==> config.mk <==
export PLATFORM = sky130hd
export DESIGN_NAME = mem_cycle_seq
export DESIGN_NICKNAME = d
export VERILOG_FILES = /design/src/rtl/mem_cycle_seq.sv
export SDC_FILE = /design/constraint.sdc
export NUM_CORES = 1
export LEC_CHECK = 0
export CORE_ASPECT_RATIO = 1.75
export CORE_UTILIZATION = 42
export DETAILED_ROUTE_END_ITERATION = 16
export PLACE_DENSITY_LB_ADDON = 0.05
export REMOVE_ABC_BUFFERS = 1
export SETUP_SLACK_MARGIN = 0.1
export SYNTH_ARGS = -nofsm -noshare
export SYNTH_HDL_FRONTEND = slang
export SYNTH_SLANG_ARGS = --single-unit
==> constraint.sdc <==
create_clock -name CLK -period 2.3 [get_ports CLK]
set_clock_uncertainty 0.2 [all_clocks]
set_input_delay 0.46 -clock CLK [delete_from_list [all_inputs] [get_ports CLK]]
set_output_delay 0.46 -clock CLK [all_outputs]
set_load 0.005 [all_outputs]
==> src/rtl/mem_cycle_seq.sv <==
// Memory-cycle sequencer: expands a one-cycle access request into a fixed
// four-T-state external bus cycle and drives the data-latch controls.
module mem_cycle_seq #(
  parameter int AW = 16,
  parameter int DW = 8
) (
  input  logic          CLK,
  input  logic          RESET,
  input  logic          req,
  input  logic          we,
  input  logic [AW-1:0] addr_in,
  input  logic [DW-1:0] wdata_in,
  input  logic          hold,
  input  logic [DW-1:0] dl_in,
  output logic [AW-1:0] A,
  output logic          nRD,
  output logic          nWR,
  output logic          DL_Control1,
  output logic          DL_Control2,
  output logic [DW-1:0] Res,
  output logic [DW-1:0] rdata,
  output logic          busy,
  output logic          done
);

  typedef enum logic [4:0] {
    S_IDLE = 5'b00001,
    S_T1   = 5'b00010,
    S_T2   = 5'b00100,
    S_T3   = 5'b01000,
    S_T4   = 5'b10000
  } state_e;

  typedef struct packed {
    logic nrd;
    logic nwr;
    logic dlc1;
    logic dlc2;
    logic busy;
    logic done;
  } ctl_t;

  localparam ctl_t CTL_IDLE = '{nrd: 1'b1, nwr: 1'b1, dlc1: 1'b1, dlc2: 1'b0,
                                busy: 1'b0, done: 1'b0};

  state_e          state_q, state_d;
  logic            we_q, we_d;
  logic            start;
  ctl_t            ctl_q;
  logic [AW-1:0]   addr_q;
  logic [DW-1:0]   res_q;
  logic [DW-1:0]   rdata_q;

  // Bus strobes and latch controls for a given T-state and direction.
  function automatic ctl_t decode(state_e s, logic w);
    ctl_t c;
    c = CTL_IDLE;
    case (s)
      S_T1: begin
        c.busy = 1'b1;
        c.dlc1 = 1'b1;
        c.nrd  = w;
        c.dlc2 = w;
      end
      S_T2, S_T3: begin
        c.busy = 1'b1;
        c.dlc1 = 1'b0;
        c.nrd  = w;
        c.nwr  = !w;
        c.dlc2 = w;
      end
      S_T4: begin
        c.busy = 1'b1;
        c.done = 1'b1;
        c.dlc1 = w;
      end
      default: c = CTL_IDLE;
    endcase
    return c;
  endfunction

  // NOTE: every variable assigned in this block gets a default first, so no
  // path leaves it unassigned and no latch is inferred.
  always_comb begin
    start   = 1'b0;
    state_d = state_q;
    we_d    = we_q;
    case (state_q)
      S_IDLE: begin
        start   = req && !hold;
        state_d = start ? S_T1 : S_IDLE;
      end
      S_T1: state_d = S_T2;
      S_T2: state_d = S_T3;
      S_T3: state_d = S_T4;
      S_T4: begin
        start   = req && !hold;
        state_d = start ? S_T1 : S_IDLE;
      end
      default: state_d = S_IDLE;
    endcase
    if (start) we_d = we;
  end

  // NOTE: outputs are flopped from the next-state decode, so each strobe is a
  // register output aligned with its T-state; nonblocking assignments keep all
  // flops updating together on the edge.
  always_ff @(posedge CLK) begin
    if (RESET) begin
      state_q <= S_IDLE;
      we_q    <= 1'b0;
      ctl_q   <= CTL_IDLE;
      addr_q  <= '0;
      res_q   <= '0;
      rdata_q <= '0;
    end else begin
      state_q <= state_d;
      we_q    <= we_d;
      ctl_q   <= decode(state_d, we_d);
      if (start) begin
        addr_q <= addr_in;
        res_q  <= wdata_in;
      end
      // The read byte is on DL during T3; keep it for the T4 done pulse.
      if (state_q == S_T3 && !we_q) rdata_q <= dl_in;
    end
  end

  assign A           = addr_q;
  assign Res         = res_q;
  assign rdata       = rdata_q;
  assign nRD         = ctl_q.nrd;
  assign nWR         = ctl_q.nwr;
  assign DL_Control1 = ctl_q.dlc1;
  assign DL_Control2 = ctl_q.dlc2;
  assign busy        = ctl_q.busy;
  assign done        = ctl_q.done;

endmodule

==> results of run 1 <==
## worst paths after layout
check                           slack, ns      to        from  cells after the start
worst max register to register       0.42     nRD  state_q[3]                      3
worst min-delay path                 0.25     nWR        we_q                      1
worst max-delay path                 0.24  Res[5]         req                      5
worst min register to register       0.25     nWR        we_q                      1
## through the flow
stage	std cells	total power, uW	utilization	setup slack (ns)	hold WS (ns)
finish	302	1660	0.659	0.238	0.250
detailed placement	294	1040	0.629	-0.0813	0.227
CTS	302	1670	0.659	0.225	0.247
global route	302	1730	0.659	0.179	0.271
floorplan	166	899	-	-0.110	0.195
global placement	294	1030	0.629	-0.00510	0.223
## metal layers
| layer | part of all wire | GRT usage |
|---|---|---|
| met4 | 0.014 | 0.0737 |
| met1 | 0.37 | 0.195 |
| met2 | 0.55 | 0.333 |
| met3 | 0.065 | 0.0539 |
| met5 | 0 | 0 |
## cell usage after synthesis, types with 2 or more instances
cell	instances
and3_1	3
nand2b_1	66
inv_1	2
nor2_1	3
dfxtp_1	44
nor3_1	3
clkbuf_1	8
mux2i_1	32
buf_8	2
## power by group through the flow
stage,combinational [uW],clock (uW),sequential [uW]
2_1_floorplan,77.1,0,822
3_3_place_gp,213,0,820
3_5_place_dp,219,0,822
4_1_cts,220,647,804
5_1_grt,235,684,807
6_report,217,639,804
## cell families (layout without fill, tap and decap cells)
logic type                count (synthesis)  count (layout)
muxes                                    32              32
and+or+nand+nor                          82              82
AOI/OAI and AO/OA                         5               5
buffers and inverters                    12              89
xor gates and xnor gates                  1               1
DFF                                      44              44
## flip-flops by register name (all words and copies together) (netlist names)
signal / cells
A: 16
DL_Control1: 1
DL_Control2: 1
we_q: 1
nWR: 1
state_q: 5
busy: 1
Res: 8
done: 1
nRD: 1
rdata: 8
## final cells by class
| class | count | area [um2] |
|---|---|---|
| Fill cell | 373 | 1430 |
| Multi-Input combinational cell | 120 | 893 |
| Sequential cell | 44 | 881 |
| Timing Repair Buffer | 79 | 791 |
| Clock buffer | 7 | 96.3 |
| Tap cell | 49 | 61.3 |
| Clock inverter | 1 | 30.0 |
| Inverter | 2 | 7.51 |
## critical path, delay by kind of cell
kind,cells,cell delay [ns]
buffers and inverters,2,0.69
multiplexers,1,0.22
AND/OR/NAND/NOR,2,0.70
==> load_flow_metrics.sql, run 1 <==
INSERT INTO impl_metrics (metric_group, metric, value, unit) VALUES
('setup_path', 'critical_path.endpoint_type', 'flop', ''),
('power_and_ir_drop', 'power.switching', '341', 'uW'),
('timing', 'grt_setup_unrepaired', 'false', ''),
('place', 'hpwlAfterDp', '2970', 'um'),
('grt', 'global_route_wire_length_before_repair', '6330', 'um'),
('setup_path', 'cp_slowest_cell', 'or4b_4', ''),
('cts', 'tritoncts', 'built', ''),
('grt', 'antenna_found_initial', '0', ''),
('power_and_ir_drop', 'cellLeakagePower', '0.00100', 'uW'),
('setup_path', 'worstPathRequired', '2.32', 'ns'),
('setup_path', 'critical_path_arrival', '2.08', 'ns'),
('timing', 'timing.setup.tns', '0', 'ns'),
('power_and_ir_drop', 'pwr-share-clk', '0.385', ''),
('yosys', 'muxShareOfSynthArea', '0.174', ''),
('yosys', 'syn_avg_cell_area', '10.5', 'um2'),
('grt', 'first_global_vias', '1440', ''),
('routing', 'drt_first_iter_violations', '24', ''),
('timing', 'finalHoldViolCount', '0', ''),
('grt', 'overflow_left_after_global_routing', '0', ''),
('cts', 'cts_resized', '0', ''),
('routing', 'wl_per_cell', '13.2', 'um'),
('yosys', 'post-synth-top-area-cell', 'dfxtp_1', ''),
('cts', 'cts.repair_timing.setup_buffer_count', '0', ''),
('yosys', 'mappedNetlistArea', '0.00184', 'mm2'),
('place', 'portBuffers', '74', ''),
('routing', 'detail_route.drc_violations', '0', ''),
('die', 'ios', '75', ''),
('yosys', 'post_synth_xor_area_fraction', '0.00476', ''),
('routing', 'routed_via_density', '4.76', ''),
('die', 'floorplan.rows', '31', ''),
('run', 'drv.max_cap_violation_count', '0', ''),
('final_layout', 'layout.cells.most_common_list', 'clkdlybuf4s50_1, nand2b_1, dfxtp_1, mux2i_1, clkbuf_8', ''),
('timing', 'worst-slew-pin-transition', '0.506', 'ns'),
('power_and_ir_drop', 'switching_share', '0.205', ''),
('yosys', 'synth-seq-cells', '44', ''),
('cts', 'tritoncts_num_sinks', '44', ''),
('yosys', 'synth.top_cell.area_share', '0.478', ''),
('grt', 'grt_max_degree', '42', ''),
('cts', 'tritoncts.num_buffers', '5', ''),
('yosys', 'synth_top_family_by_area', 'simple AND/OR/NAND/NOR gates', ''),
('cts', 'cts_max_path_buffers', '2', ''),
('setup_path', 'critPathMaxStageDelay', '0.49', 'ns'),
('hold_path', 'worstHoldPathType', 'reg -> reg', ''),
('outcome', 'outcome', 'complete, no violations', ''),
('place', 'gp_routability_congestion', '0.771', ''),
('timing', 'setup_violations', '0', ''),
('power_and_ir_drop', 'power.internal', '1320', 'uW'),
('power_and_ir_drop', 'power_frac_comb', '0.131', ''),
('routing', 'drtAntennaViolNets', '0', ''),
('final_layout', 'diodes', '0', ''),
('routing', 'via_count', '1439', ''),
('final_layout', 'finish.instance_area', '0.00276', 'mm2'),
('yosys', 'synth-compound-area-share', '0.0211', ''),
('yosys', 'synth_seq_area_share', '0.478', ''),
('cts', 'cts_root_buf', 'clkbuf_8', ''),
('final_layout', 'drive_gt1_frac', '0.0632', ''),
('cts', 'ctsHoldBuffers', '0', ''),
('routing', 'detail_route.first_pass.iterations', '4', ''),
('yosys', 'async_flop_share', '0', ''),
('timing', 'clock.fmax', '485', 'MHz'),
('place', 'dpl_cell_area', '0.00263', 'mm2'),
('die', 'initial_core_util', '0.440', ''),
('yosys', 'synth-edff-count', '0', ''),
('setup_path', 'worst_setup_path_start_kind', 'input pin', ''),
('die', 'die-width', '52.1', 'um'),
('timing', 'maxSlewViolCount', '0', ''),
('yosys', 'ys.warnings.count', '0', ''),
('yosys', 'synth.area.top_cells', 'dfxtp_1, nand2b_1, mux2i_1, buf_8, clkbuf_1', ''),
('power_and_ir_drop', 'ir_drop', '461', 'uV'),
('die', 'fp.dieArea', '0.00466', 'mm2'),
('power_and_ir_drop', 'power_frac_seq', '0.484', '');
No activity file was read; power rests on OpenSTA's default activity.
==> run 2, diff against run 1 <==
--- a/config.mk
+++ b/config.mk
@@ -8,9 +8,12 @@
 export CORE_ASPECT_RATIO = 1.75
 export CORE_UTILIZATION = 42
 export DETAILED_ROUTE_END_ITERATION = 16
+export GPL_ROUTABILITY_DRIVEN = 0
+export MAX_ROUTING_LAYER = met4
 export PLACE_DENSITY_LB_ADDON = 0.05
 export REMOVE_ABC_BUFFERS = 1
 export SETUP_SLACK_MARGIN = 0.1
+export SLEW_MARGIN = 20
 export SYNTH_ARGS = -nofsm -noshare
 export SYNTH_HDL_FRONTEND = slang
 export SYNTH_SLANG_ARGS = --single-unit
==> load_flow_metrics.sql, run 2 (synthesis gave the netlist of run 1 again) <==
INSERT INTO impl_metrics (metric_group, metric, value, unit) VALUES
('cts', 'cts.repair_timing.setup_buffer_count', '0', ''),
('setup_path', 'cp_slowest_cell', 'or4b_4', ''),
('cts', 'ctsHoldBuffers', '0', ''),
('die', 'initial_core_util', '0.440', ''),
('die', 'floorplan.rows', '31', ''),
('final_layout', 'instances_no_fill', '302', ''),
('die', 'die-width', '52.1', 'um'),
('setup_path', 'worstReg2RegEnd', 'nRD', ''),
('timing', 'maxSlewViolCount', '0', ''),
('timing', 'setup_violations', '0', ''),
('timing', 'timing.final.crit_period', '2.06', 'ns'),
('setup_path', 'crit_path_cell_trace', 'clkdlybuf4s50_1 -> or4b_4 -> nor3_4 -> buf_12 -> mux2i_1', ''),
('setup_path', 'critical_path_arrival', '2.08', 'ns'),
('final_layout', 'final_common_cell', 'clkdlybuf4s50_1', ''),
('final_layout', 'layout.cells.most_common_list', 'clkdlybuf4s50_1, nand2b_1, dfxtp_1, mux2i_1, clkbuf_8', ''),
('place', 'hpwlAfterDp', '2970', 'um'),
('cts', 'cts_resized', '0', ''),
('final_layout', 'diodes', '0', ''),
('setup_path', 'worst_setup_path_start_kind', 'input pin', ''),
('final_layout', 'final_nets', '289', ''),
('power_and_ir_drop', 'ir_drop', '463', 'uV'),
('timing', 'min_period_over_period', '0.896', ''),
('die', 'ios', '75', ''),
('timing', 'worst-slew-pin-transition', '0.506', 'ns'),
('hold_path', 'min_path_cells', '1', ''),
('outcome', 'outcome', 'complete, no violations', ''),
('setup_path', 'critical_path.endpoint_type', 'flop', ''),
('cts', 'tritoncts.num_buffers', '5', ''),
('hold_path', 'worstHoldPathType', 'reg -> reg', ''),
('grt', 'groute.usage.overall', '0.190', ''),
('timing', 'finalHoldViolCount', '0', ''),
('cts', 'clk_latency', '0.29', 'ns'),
('grt', 'overflow_left_after_global_routing', '0', ''),
('hold_path', 'timing.hold.worst_endpoint', 'nWR', ''),
('final_layout', 'multi_input_area', '893', 'um2'),
('timing', 'worst_slew_margin_rel', '0.663', ''),
('setup_path', 'r2r_setup_slack', '0.42', 'ns'),
('power_and_ir_drop', 'p_per_area', '602', 'mW/mm2'),
('cts', 'cts_root_buf', 'clkbuf_8', ''),
('power_and_ir_drop', 'power', '1660', 'uW'),
('final_layout', 'fillCellCount', '373', ''),
('cts', 'tritoncts_num_sinks', '44', ''),
('cts', 'htreeDepth', '2', ''),
('setup_path', 'r2r-start', 'state_q[3]', ''),
('die', 'core-area', '0.00419', 'mm2'),
('cts', 'worst_setup_hold_path_clk_slew', '0.08', 'ns'),
('setup_path', 'worstPathRequired', '2.32', 'ns'),
('timing', 'clock.fmax', '485', 'MHz'),
('hold_path', 'hp-start', 'we_q', ''),
('final_layout', 'max_ffs_per_register', '16', ''),
('routing', 'detail_route.drc_violations', '0', ''),
('final_layout', 'finish.instance_area', '0.00276', 'mm2'),
('cts', 'tritoncts', 'built', ''),
('routing', 'drtAntennaViolNets', '0', ''),
('routing', 'detail_route.first_pass.iterations', '4', ''),
('routing', 'routed_via_density', '4.78', ''),
('routing', 'wl_per_cell', '13.2', 'um'),
('power_and_ir_drop', 'cellLeakagePower', '0.00100', 'uW'),
('routing', 'drt_wl_total', '3990', 'um'),
('cts', 'cts_max_path_buffers', '2', ''),
('final_layout', 'area.growth.synth_to_final', '49.9', '%'),
('final_layout', 'sequential_cell_area', '881', 'um2'),
('setup_path', 'crit_path_max_fanout', '25', ''),
('place', 'dpl_cell_area', '0.00263', 'mm2'),
('setup_path', 'criticalPathCategory', 'in -> reg', ''),
('die', 'die_h', '89.6', 'um'),
('place', 'place.detailed.instances', '294', ''),
('run', 'drv.max_cap_violation_count', '0', ''),
('setup_path', 'worst_reg2reg_path_depth', '3', ''),
('grt', 'global_route_wire_length_before_repair', '6330', 'um'),
('timing', 'timing.setup.tns', '0', 'ns'),
('routing', 'via_count', '1443', ''),
('grt', 'antenna_found_initial', '0', ''),
('routing', 'drt_first_iter_violations', '25', ''),
('grt', 'grt_max_degree', '42', ''),
('die', 'fp.dieArea', '0.00466', 'mm2'),
('place', 'portBuffers', '74', ''),
('final_layout', 'drive_gt1_frac', '0.0632', ''),
('setup_path', 'critPathMaxStageDelay', '0.49', 'ns'),
('timing', 'grt_setup_unrepaired', 'false', ''),
('grt', 'first_global_vias', '1441', '');
## run 2: worst max-delay path: cells and delay by family
family | cells | cell delay [ns]
buffers and inverters | 2 | 0.69
multiplexers | 1 | 0.22
AND/OR/NAND/NOR | 2 | 0.70
## run 2: per-stage QoR
| stage | util | hold WS (ns) | setup slack, ns |
|---|---|---|---|
| global placement | 0.629 | 0.223 | -0.00510 |
| detailed placement | 0.629 | 0.227 | -0.0813 |
| global route | 0.659 | 0.271 | 0.179 |
| floorplan | - | 0.195 | -0.110 |
| finish | 0.659 | 0.249 | 0.239 |
| CTS | 0.659 | 0.247 | 0.225 |
## run 2: final cells by class
type,instances,share of cell area
tap,49,0.0222
multi-input combinational,120,0.324
clock buffer,7,0.0349
inverter,2,0.00272
timing repair buffer,79,0.286
clock inverter,1,0.0109
sequential,44,0.319
## run 2: report_power, final
group | switching, uW | leakage (uW) | internal (uW)
logic | 69.1 | 0.000581 | 148
clock network | 258 | 0.0000645 | 383
registers | 15.7 | 0.000358 | 788
total | 343 | 0.00100 | 1320
## run 2: how the worst max path moves through the flow
stage | start | end | cells after the start
global route | req | A[9] | 5
finish | req | Res[5] | 5
CTS | req | Res[5] | 5
floorplan | hold | A[0] | 3
detailed placement | req | Res[6] | 5
global placement | req | A[8] | 5
## run 2: routing by layer
metal,up-vias,share of wire,GRT usage
met5,-,0,-
met4,0,0.014,0.0737
met3,6,0.057,0.0455
met2,49,0.54,0.333
met1,660,0.38,0.200
li1,728,-,-
==> run 3, diff against run 2 <==
--- a/config.mk
+++ b/config.mk
@@ -6,7 +6,9 @@
 export NUM_CORES = 1
 export LEC_CHECK = 0
 export CORE_ASPECT_RATIO = 1.75
+export CORE_MARGIN = 5
 export CORE_UTILIZATION = 42
+export CTS_CLUSTER_DIAMETER = 80
 export DETAILED_ROUTE_END_ITERATION = 16
 export GPL_ROUTABILITY_DRIVEN = 0
 export MAX_ROUTING_LAYER = met4
==> load_flow_metrics.sql, run 3 (synthesis gave the netlist of run 1 again) <==
INSERT INTO impl_metrics (metric_group, metric, value, unit) VALUES
('timing', 'worst-slew-pin-transition', '0.476', 'ns'),
('routing', 'routed_via_density', '4.61', ''),
('place', 'place.detailed.instances', '298', ''),
('setup_path', 'worstPathRequired', '2.31', 'ns'),
('final_layout', 'fillCellCount', '368', ''),
('cts', 'tritoncts', 'built', ''),
('cts', 'ctsHoldBuffers', '0', ''),
('routing', 'drt_wl_total', '3840', 'um'),
('die', 'initial_core_util', '0.426', ''),
('power_and_ir_drop', 'p_per_area', '549', 'mW/mm2'),
('grt', 'grt_busiest_layer', 'met2', ''),
('cts', 'tritoncts.num_buffers', '5', ''),
('place', 'portBuffers', '74', ''),
('timing', 'worst_slew_margin_rel', '0.683', ''),
('grt', 'overflow_left_after_global_routing', '0', ''),
('timing', 'min_period_over_period', '0.892', ''),
('cts', 'cts_max_path_buffers', '2', ''),
('cts', 'clk_latency', '0.28', 'ns'),
('grt', 'first_global_vias', '1429', ''),
('grt', 'grtUsageMet1', '0.155', ''),
('die', 'floorplan.rows', '32', ''),
('hold_path', 'worstHoldPathType', 'reg -> reg', ''),
('timing', 'grt_setup_unrepaired', 'false', ''),
('cts', 'htreeDepth', '2', ''),
('routing', 'via_count', '1411', ''),
('final_layout', 'instances_no_fill', '306', ''),
('grt', 'global_route_wire_length_before_repair', '6240', 'um'),
('cts', 'cts_root_buf', 'clkbuf_8', ''),
('run', 'drv.max_cap_violation_count', '0', ''),
('die', 'ios', '75', ''),
('grt', 'use_met3', '0.0253', ''),
('grt', 'antenna_found_initial', '0', ''),
('final_layout', 'area.growth.synth_to_final', '49.0', '%'),
('cts', 'cts_resized', '0', ''),
('grt', 'grt_max_degree', '49', ''),
('place', 'hpwlAfterDp', '2830', 'um'),
('setup_path', 'critical_path_arrival', '2.06', 'ns'),
('die', 'fp.dieArea', '0.00586', 'mm2'),
('cts', 'worst_setup_hold_path_clk_slew', '0.08', 'ns'),
('final_layout', 'final_nets', '291', ''),
('timing', 'clock.fmax', '488', 'MHz'),
('routing', 'drtAntennaViolNets', '0', ''),
('timing', 'timing.final.crit_period', '2.05', 'ns'),
('timing', 'finalHoldViolCount', '0', ''),
('setup_path', 'critical_path.endpoint_type', 'flop', ''),
('routing', 'wl_per_cell', '12.5', 'um'),
('final_layout', 'layout.cells.most_common_list', 'clkdlybuf4s50_1, nand2b_1, dfxtp_1, mux2i_1', ''),
('grt', 'met2_layer_usage_reported_by_global_route', '0.233', ''),
('cts', 'cts.repair_timing.setup_buffer_count', '0', ''),
('final_layout', 'final_common_cell', 'clkdlybuf4s50_1', ''),
('setup_path', 'worst_setup_path_start_kind', 'input pin', ''),
('final_layout', 'diodes', '0', ''),
('final_layout', 'max_ffs_per_register', '16', ''),
('routing', 'drt_first_iter_violations', '27', ''),
('outcome', 'outcome', 'complete, no violations', ''),
('final_layout', 'sequential_cell_area', '881', 'um2'),
('die', 'die_h', '97.6', 'um'),
('final_layout', 'finish.instance_area', '0.00274', 'mm2'),
('timing', 'setup_violations', '0', ''),
('routing', 'detail_route.first_pass.iterations', '4', ''),
('grt', 'groute.usage.overall', '0.139', ''),
('die', 'die-width', '60.1', 'um'),
('timing', 'timing.setup.tns', '0', 'ns'),
('place', 'dpl_cell_area', '0.00265', 'mm2'),
('power_and_ir_drop', 'cellLeakagePower', '0.00100', 'uW'),
('timing', 'maxSlewViolCount', '0', ''),
('setup_path', 'crit_path_max_fanout', '25', ''),
('setup_path', 'criticalPathCategory', 'in -> reg', ''),
('cts', 'tritoncts_num_sinks', '44', ''),
('power_and_ir_drop', 'ir_drop', '380', 'uV'),
('routing', 'detail_route.drc_violations', '0', ''),
('final_layout', 'drive_gt1_frac', '0.0706', ''),
('final_layout', 'multi_input_area', '893', 'um2'),
('die', 'core-area', '0.00432', 'mm2');
## run 3: worst paths after layout
kind	start	to	depth (start not counted)	slack (ns)
worst max-delay path	req	Res[7]	5	0.25
worst min-delay path	we_q	nWR	1	0.26
worst max register to register	state_q[2]	Res[7]	4	0.47
worst min register to register	we_q	nWR	1	0.26
## run 3: power by group
group | internal (uW) | switching (uW) | leakage [uW] | total (uW)
clock | 240 | 247 | 0.0000510 | 486
combinational | 148 | 68.5 | 0.000592 | 217
sequential | 788 | 15.4 | 0.000358 | 803
total | 1180 | 330 | 0.00100 | 1510
## run 3: per-stage QoR
| stage | power [uW] | hold WS (ns) | utilization | worst slack (ns) |
|---|---|---|---|---|
| 3_5_place_dp | 1040 | 0.239 | 0.613 | -0.0764 |
| 6_report | 1510 | 0.259 | 0.635 | 0.249 |
| 5_1_grt | 1580 | 0.287 | 0.635 | 0.170 |
| 3_3_place_gp | 1040 | 0.242 | 0.613 | -0.0420 |
| 2_1_floorplan | 899 | 0.195 | - | -0.110 |
| 4_1_cts | 1540 | 0.261 | 0.635 | 0.241 |
## run 3: final cells by class
cell class              instances  area share
well taps                      51      0.0233
repair buffers                 81       0.294
clock inverters                 2     0.00365
inverters                       2     0.00274
clock buffers                   6      0.0301
flip-flops and latches         44       0.321
multi-input cells             120       0.326
## run 3: routing by layer
metal,share of wire,vias to the layer above
met1,0.43,636
li1,-,730
met3,0.057,2
met4,0.0076,0
met5,0,-
met2,0.50,43
## run 3: critical path, cell delays in order
cell             delay, ns
clkdlybuf4s50_1       0.46
or4b_4                0.49
nor3_4                0.21
buf_12                0.22
mux2i_1               0.21
